==> config.mk <==
export PLATFORM = sky130hd
export DESIGN_NAME = control_dos_digitos_flat
export DESIGN_NICKNAME = d
export VERILOG_FILES = /design/src/rtl/control_dos_digitos_if.sv /design/src/rtl/control_dos_digitos.sv /design/src/flat_wrapper.sv
export SDC_FILE = /design/constraint.sdc
export NUM_CORES = 1
export LEC_CHECK = 0
export BUFFER_PORTS_ARGS = -buffer_cell sky130_fd_sc_hd__buf_2
export CORE_MARGIN = 5
export CORE_UTILIZATION = 40
export CTS_CLUSTER_DIAMETER = 80
export DETAILED_ROUTE_END_ITERATION = 6
export MAX_ROUTING_LAYER = met4
export SLEW_MARGIN = 20
export SYNTH_ARGS = -nofsm -noshare
export SYNTH_HDL_FRONTEND = slang
export SYNTH_SLANG_ARGS = --single-unit
==> constraint.sdc <==
create_clock -name clk -period 3.9 [get_ports clk]
set_input_delay 0.195 -clock clk [delete_from_list [all_inputs] [get_ports clk]]
set_output_delay 0.195 -clock clk [all_outputs]
set_load 0.005 [all_outputs]
==> src/rtl/control_dos_digitos_if.sv <==
// rtl/control_dos_digitos_if.sv - digit entry / comparator / verdict bundle
// master = keypad source plus comparator side, slave = the sequencing controller.
interface control_dos_digitos_if #(
  parameter int ANCHO_CONTADOR = 8
);
  logic [3:0]                digito;
  logic                      digito_valido;
  logic                      borrar;
  logic                      mayor_que_63;
  logic [6:0]                valor;
  logic                      listo;
  logic                      resultado;
  logic                      error_digito;
  logic                      error_timeout;
  logic                      esperando_unidades;
  logic [ANCHO_CONTADOR-1:0] contador_mayores;

  modport master (
    output digito, digito_valido, borrar, mayor_que_63,
    input  valor, listo, resultado, error_digito, error_timeout,
           esperando_unidades, contador_mayores
  );

  modport slave (
    input  digito, digito_valido, borrar, mayor_que_63,
    output valor, listo, resultado, error_digito, error_timeout,
           esperando_unidades, contador_mayores
  );
endinterface

==> src/rtl/control_dos_digitos.sv <==
// rtl/control_dos_digitos.sv - two-digit decimal entry sequencer for the >63 comparator
// Builds tens*10+units, waits one settle cycle, then latches and counts the verdict.
module control_dos_digitos #(
  parameter int TIMEOUT_CICLOS = 1000,
  parameter int ANCHO_CONTADOR = 8
) (
  input  logic                   clk,
  input  logic                   reset,
  control_dos_digitos_if.slave   bus
);

  typedef enum logic [1:0] {
    ESPERA_DECENAS,
    ESPERA_UNIDADES,
    EVALUA,
    REPORTA
  } estado_t;

  localparam logic [15:0] LIMITE = 16'(TIMEOUT_CICLOS - 1);

  estado_t                   estado_q, estado_d;
  logic [3:0]                decenas_q, decenas_d;
  logic [6:0]                valor_q, valor_d;
  logic [15:0]               timer_q, timer_d;
  logic                      listo_q, listo_d;
  logic                      resultado_q, resultado_d;
  logic                      err_dig_q, err_dig_d;
  logic                      err_to_q, err_to_d;
  logic [ANCHO_CONTADOR-1:0] cont_q, cont_d;
  logic                      digito_ok;

  assign digito_ok = (bus.digito <= 4'd9);

  always_ff @(posedge clk or posedge reset) begin
    if (reset) begin
      estado_q    <= ESPERA_DECENAS;
      decenas_q   <= '0;
      valor_q     <= '0;
      timer_q     <= '0;
      listo_q     <= 1'b0;
      resultado_q <= 1'b0;
      err_dig_q   <= 1'b0;
      err_to_q    <= 1'b0;
      cont_q      <= '0;
    end else begin
      estado_q    <= estado_d;
      decenas_q   <= decenas_d;
      valor_q     <= valor_d;
      timer_q     <= timer_d;
      listo_q     <= listo_d;
      resultado_q <= resultado_d;
      err_dig_q   <= err_dig_d;
      err_to_q    <= err_to_d;
      cont_q      <= cont_d;
    end
  end

  always_comb begin
    estado_d    = estado_q;
    decenas_d   = decenas_q;
    valor_d     = valor_q;
    timer_d     = timer_q;
    listo_d     = 1'b0;
    resultado_d = resultado_q;
    err_dig_d   = 1'b0;
    err_to_d    = 1'b0;
    cont_d      = cont_q;

    if (bus.borrar) begin
      estado_d = ESPERA_DECENAS;
      timer_d  = '0;
    end else begin
      unique case (estado_q)
        ESPERA_DECENAS: begin
          if (bus.digito_valido) begin
            if (digito_ok) begin
              decenas_d = bus.digito;
              timer_d   = '0;
              estado_d  = ESPERA_UNIDADES;
            end else begin
              err_dig_d = 1'b1;
            end
          end
        end
        ESPERA_UNIDADES: begin
          // A good units digit beats expiry; a bad one arriving at expiry is swallowed by the timeout.
          if (bus.digito_valido && digito_ok) begin
            valor_d  = 7'(decenas_q) * 7'd10 + 7'(bus.digito);
            estado_d = EVALUA;
          end else if (timer_q == LIMITE) begin
            err_to_d = 1'b1;
            timer_d  = '0;
            estado_d = ESPERA_DECENAS;
          end else begin
            timer_d   = timer_q + 16'd1;
            err_dig_d = bus.digito_valido;
          end
        end
        EVALUA: begin
          // Verdict is latched here so listo and resultado appear together in REPORTA.
          estado_d    = REPORTA;
          listo_d     = 1'b1;
          resultado_d = bus.mayor_que_63;
          if (bus.mayor_que_63 && (cont_q != '1)) begin
            cont_d = cont_q + ANCHO_CONTADOR'(1);
          end
        end
        REPORTA: begin
          estado_d = ESPERA_DECENAS;
        end
        default: begin
          estado_d = ESPERA_DECENAS;
        end
      endcase
    end
  end

  assign bus.valor              = valor_q;
  assign bus.listo              = listo_q;
  assign bus.resultado          = resultado_q;
  assign bus.error_digito       = err_dig_q;
  assign bus.error_timeout      = err_to_q;
  assign bus.esperando_unidades = (estado_q == ESPERA_UNIDADES);
  assign bus.contador_mayores   = cont_q;

endmodule

==> src/flat_wrapper.sv <==
// flat-port wrapper written by rule: the top's interface ports become plain ports
module control_dos_digitos_flat 
#(
  parameter int TIMEOUT_CICLOS = 1000,
  parameter int ANCHO_CONTADOR = 8
)
  (clk, reset, bus_digito, bus_digito_valido, bus_borrar, bus_mayor_que_63, bus_valor, bus_listo, bus_resultado, bus_error_digito, bus_error_timeout, bus_esperando_unidades, bus_contador_mayores);
  control_dos_digitos_if #(.ANCHO_CONTADOR(ANCHO_CONTADOR)) bus_i ();
  input  logic clk;
  input  logic reset;
  input wire logic [$bits(bus_i.digito)-1:0] bus_digito;
  input wire logic [$bits(bus_i.digito_valido)-1:0] bus_digito_valido;
  input wire logic [$bits(bus_i.borrar)-1:0] bus_borrar;
  input wire logic [$bits(bus_i.mayor_que_63)-1:0] bus_mayor_que_63;
  output wire logic [$bits(bus_i.valor)-1:0] bus_valor;
  output wire logic [$bits(bus_i.listo)-1:0] bus_listo;
  output wire logic [$bits(bus_i.resultado)-1:0] bus_resultado;
  output wire logic [$bits(bus_i.error_digito)-1:0] bus_error_digito;
  output wire logic [$bits(bus_i.error_timeout)-1:0] bus_error_timeout;
  output wire logic [$bits(bus_i.esperando_unidades)-1:0] bus_esperando_unidades;
  output wire logic [$bits(bus_i.contador_mayores)-1:0] bus_contador_mayores;
  assign bus_i.digito = bus_digito;
  assign bus_i.digito_valido = bus_digito_valido;
  assign bus_i.borrar = bus_borrar;
  assign bus_i.mayor_que_63 = bus_mayor_que_63;
  assign bus_valor = bus_i.valor;
  assign bus_listo = bus_i.listo;
  assign bus_resultado = bus_i.resultado;
  assign bus_error_digito = bus_i.error_digito;
  assign bus_error_timeout = bus_i.error_timeout;
  assign bus_esperando_unidades = bus_i.esperando_unidades;
  assign bus_contador_mayores = bus_i.contador_mayores;
  control_dos_digitos #(.TIMEOUT_CICLOS(TIMEOUT_CICLOS), .ANCHO_CONTADOR(ANCHO_CONTADOR)) u_core (.clk(clk), .reset(reset), .bus(bus_i));
endmodule
==> reports/results.tsv <==
stage	metric	value	unit
global_route	antenna_found_initial	0	
sta	period_needed	2164	ps
clocking	cts_hold_buffers	0	
detailed_routing	drc	0	
placement	io_buffers	28	
sta	timing.hold.ws	9.458	ps
placement	place_inst	320	
floorplan	coreArea	5507	µm²
synthesis	synth_compound_area_share	12.38	%
synthesis	synth.distinct_cells	42	
finish	layout_commonest_cell	dfrtp_1	
clocking	cts_tree	built	
finish	layout-drive-gt1-share	18.75	%
sta	skew	8.896	ps
clocking	cts.sinks	41	
finish	layout.cells.non_filler	328	
detailed_routing	initialDrtViolationCount	85	
placement	hpwl	3.144	mm
clocking	htree_levels	2	
clocking	numCtsBuffers	5	
synthesis	synth_top_family_by_area	simple AND/OR/NAND/NOR gates	
power	power_frac_comb	25.7	%
synthesis	synthCells	226	
clocking	post-cts-setup-buffer-count	0	
power	power.share.sequential	48.9	%
clocking	clk_path_buf_depth	2	
setup_path	required	4050	ps
sta	rsz0062_at_grt	no	
setup_path	end_kind	flip-flop	
synthesis	synthAdderAreaFrac	6.215	%
global_route	overflow	0	
floorplan	io_pins	29	
detailed_routing	routed_wl	4.427	mm
detailed_routing	avgViaCountPerCell	5.338	
synthesis	muxShareOfSynthArea	3.885	%
detailed_routing	dr.pass1.iters	4	
power	leakage	0.001130	µW
floorplan	row_count	27	
sta	maxSlewHeadroom	55.97	%
sta	timing.fmax	0.4622	GHz
clocking	clk_pin_slew_worst_paths	80	ps
synthesis	netlist_area	2255	µm²
finish	register_area	1026	µm²
detailed_routing	via_count	1751	
synthesis	synth_simple_gate_area_share	23.09	%
power	p_sw_share	30.16	%
placement	gp_congestion	0.7945	
synthesis	yosys_warnings	0	
setup_path	cp_max_fo	4	
sta	worst_pin_slew	659.8	ps
power	power_density	419.9	nW/µm²
synthesis	synth_xor_area_share	4.661	%
synthesis	ys_seq_area_share	45.50	%
power	ir_worst_vdd	0.0001744	V
power	internal_power	745.6	µW
clocking	cts_resized	0	
finish	syn2layout_area_growth	12.76	%
setup_path	setup.worst_path.class	reg2reg	
synthesis	ys_ff_latch	41	
global_route	grtUsageTotal	13.50	%
global_route	grt_max_degree	42	
sta	slew_violations	0	
floorplan	die_area	7238	µm²
detailed_routing	ant_nets	0	
clocking	root_buffer	clkbuf_8	
sta	report.final.hold_viol_count	0	
sta	post-route-period-util	55.48	%
global_route	grt_pass1_vias	1725	
setup_path	cp.arrival	2320	ps
power	p_sw	322.0	µW
synthesis	syn_nets	245	
job	drv.max_cap_violation_count	0	
finish	nets	274	
setup_path	cp-start-kind	flip-flop	
power	clkPwrFrac	25.4	%
finish	nFillCells	517	
finish	diodes	0	
synthesis	syn_avg_cell_area	9.976	µm²
status	status	complete, no violations	
sta	finalSetupTns	0	ps
floorplan	die_y	85.08	µm
floorplan	fp.dieW	85.08	µm
floorplan	initial_utilization	40.95	%
finish	multiInputGateArea	1132	µm²
min_path	hold_class	in2async	
sta	setup_violations	0	
clocking	clk_latency	290	ps
finish	layout_common_cells	41 x dfrtp_1, 28 x buf_2, 22 x nand3_1	
global_route	grt_pass1_wl	7.838	mm
detailed_routing	wl_per_cell	13.50	µm
==> cell type report <==
class,count,area share (%)
Clock buffer,5,2.707
Timing Repair Buffer,30,6.102
Inverter,14,2.067
Clock inverter,3,0.6890
Tap cell,72,3.543
Sequential cell,41,40.35
Multi-Input combinational cell,163,44.54
==> flip-flops by register name, indices dropped and copies added, names as in the netlist <==
register,flops
u_core.bus.resultado,1
u_core.bus.contador_mayores,8
u_core.bus.listo,1
u_core.timer_q,16
u_core.estado_q,2
u_core.bus.valor,7
u_core.bus.error_digito,1
u_core.decenas_q,4
u_core.bus.error_timeout,1
==> metal layers <==
layer,routed length [µm],share of wire (%),track usage (%)
met1,2108,48,16.59
met2,2038,46,21.89
met3,232,5.2,3.495
met4,47,1.1,3.885
met5,0,0,-
==> final timing paths <==
| path | end | depth (start not counted) | startpoint | slack, ps |
|---|---|---|---|---|
| worst max-delay path | u_core.bus.valor[6]$_DFFE_PP0P_ | 8 | u_core.decenas_q[1]$_DFFE_PP0P_ | 1740 |
| min in group clk | u_core.bus.valor[0]$_DFFE_PP0P_ | 2 | bus_digito[0] | 150 |
| worst min-delay path | u_core.bus.error_timeout$_DFF_PP0_ | 3 | reset | 9 |
| worst min register to register | u_core.bus.valor[4]$_DFFE_PP0P_ | 2 | u_core.bus.valor[4]$_DFFE_PP0P_ | 470 |
| max in group asynchronous | u_core.bus.valor[0]$_DFFE_PP0P_ | 3 | reset | 3540 |
| worst max register to register | u_core.bus.valor[6]$_DFFE_PP0P_ | 8 | u_core.decenas_q[1]$_DFFE_PP0P_ | 1740 |
==> power by group through the flow <==
stage               Sequential (µW)  Combinational [µW]  Clock [µW]
finish                          522                 275         271
detailed placement              532                 281           0
global route                    530                 319         301
global placement                530                 275           0
CTS                             523                 282         285
floorplan                       532                 187           0
==> through the flow <==
step	total power, µW	area [µm²]	worst slack (ps)	util, %
after floorplan	718.6	2255	1858	-
after global placement	804.9	2456	1808	44.60
after detailed placement	812.1	2456	1727	44.60
after CTS	1090	2542	1714	46.17
after global routing	1150	2542	1589	46.17
final	1068	2542	1736	46.17
==> cells in the mapped netlist, drive strengths merged <==
cell      n  area, µm²
mux2i     2      20.02
dfrtp    41       1026
o211ai    1      7.510
nand3b    8      60.06
a21boi    1      18.77
and4      2      17.52
a21oi     4      20.02
o21bai    1      7.510
buf       3      23.77
nand2    17      63.81
nor4b     1      8.760
fa        2      40.04
nand4bb   1      11.26
nand3    22      110.1
or2       1      6.260
nand2b    2      12.51
xnor2    10      87.58
a41oi     4      42.55
and4b     1      10.01
nor2      6      22.52
o221ai    1      8.760
inv      14      52.55
nand4    11      68.82
and2      1      6.260
and3      3      18.77
nor3      4      20.02
a31oi    17      106.4
nor2b     3      18.77
clkbuf    5      20.01
a22oi     1      7.510
nor3b     3      33.78
xor2      2      17.52
ha        8      100.1
o21ai    12      60.05
mux2      6      67.56
nor4      5      31.28
==> kinds of logic after synthesis <==
family	count (synthesis)
DFF	41
buffers and inverters	22
and+or+nand+nor	91
muxes	8
AOI/OAI and AO/OA	42
adders and majority gates	10
xor gates and xnor gates	12
==> critical path, cell delays in order (launching register included) <==
cell	delay (ps)
dfrtp_1	420
ha_1	310
ha_1	200
inv_1	70
fa_1	450
nand3b_1	170
o21ai_0	190
xnor2_1	130
o21ai_0	90
(Power assumes the default switching activity.)
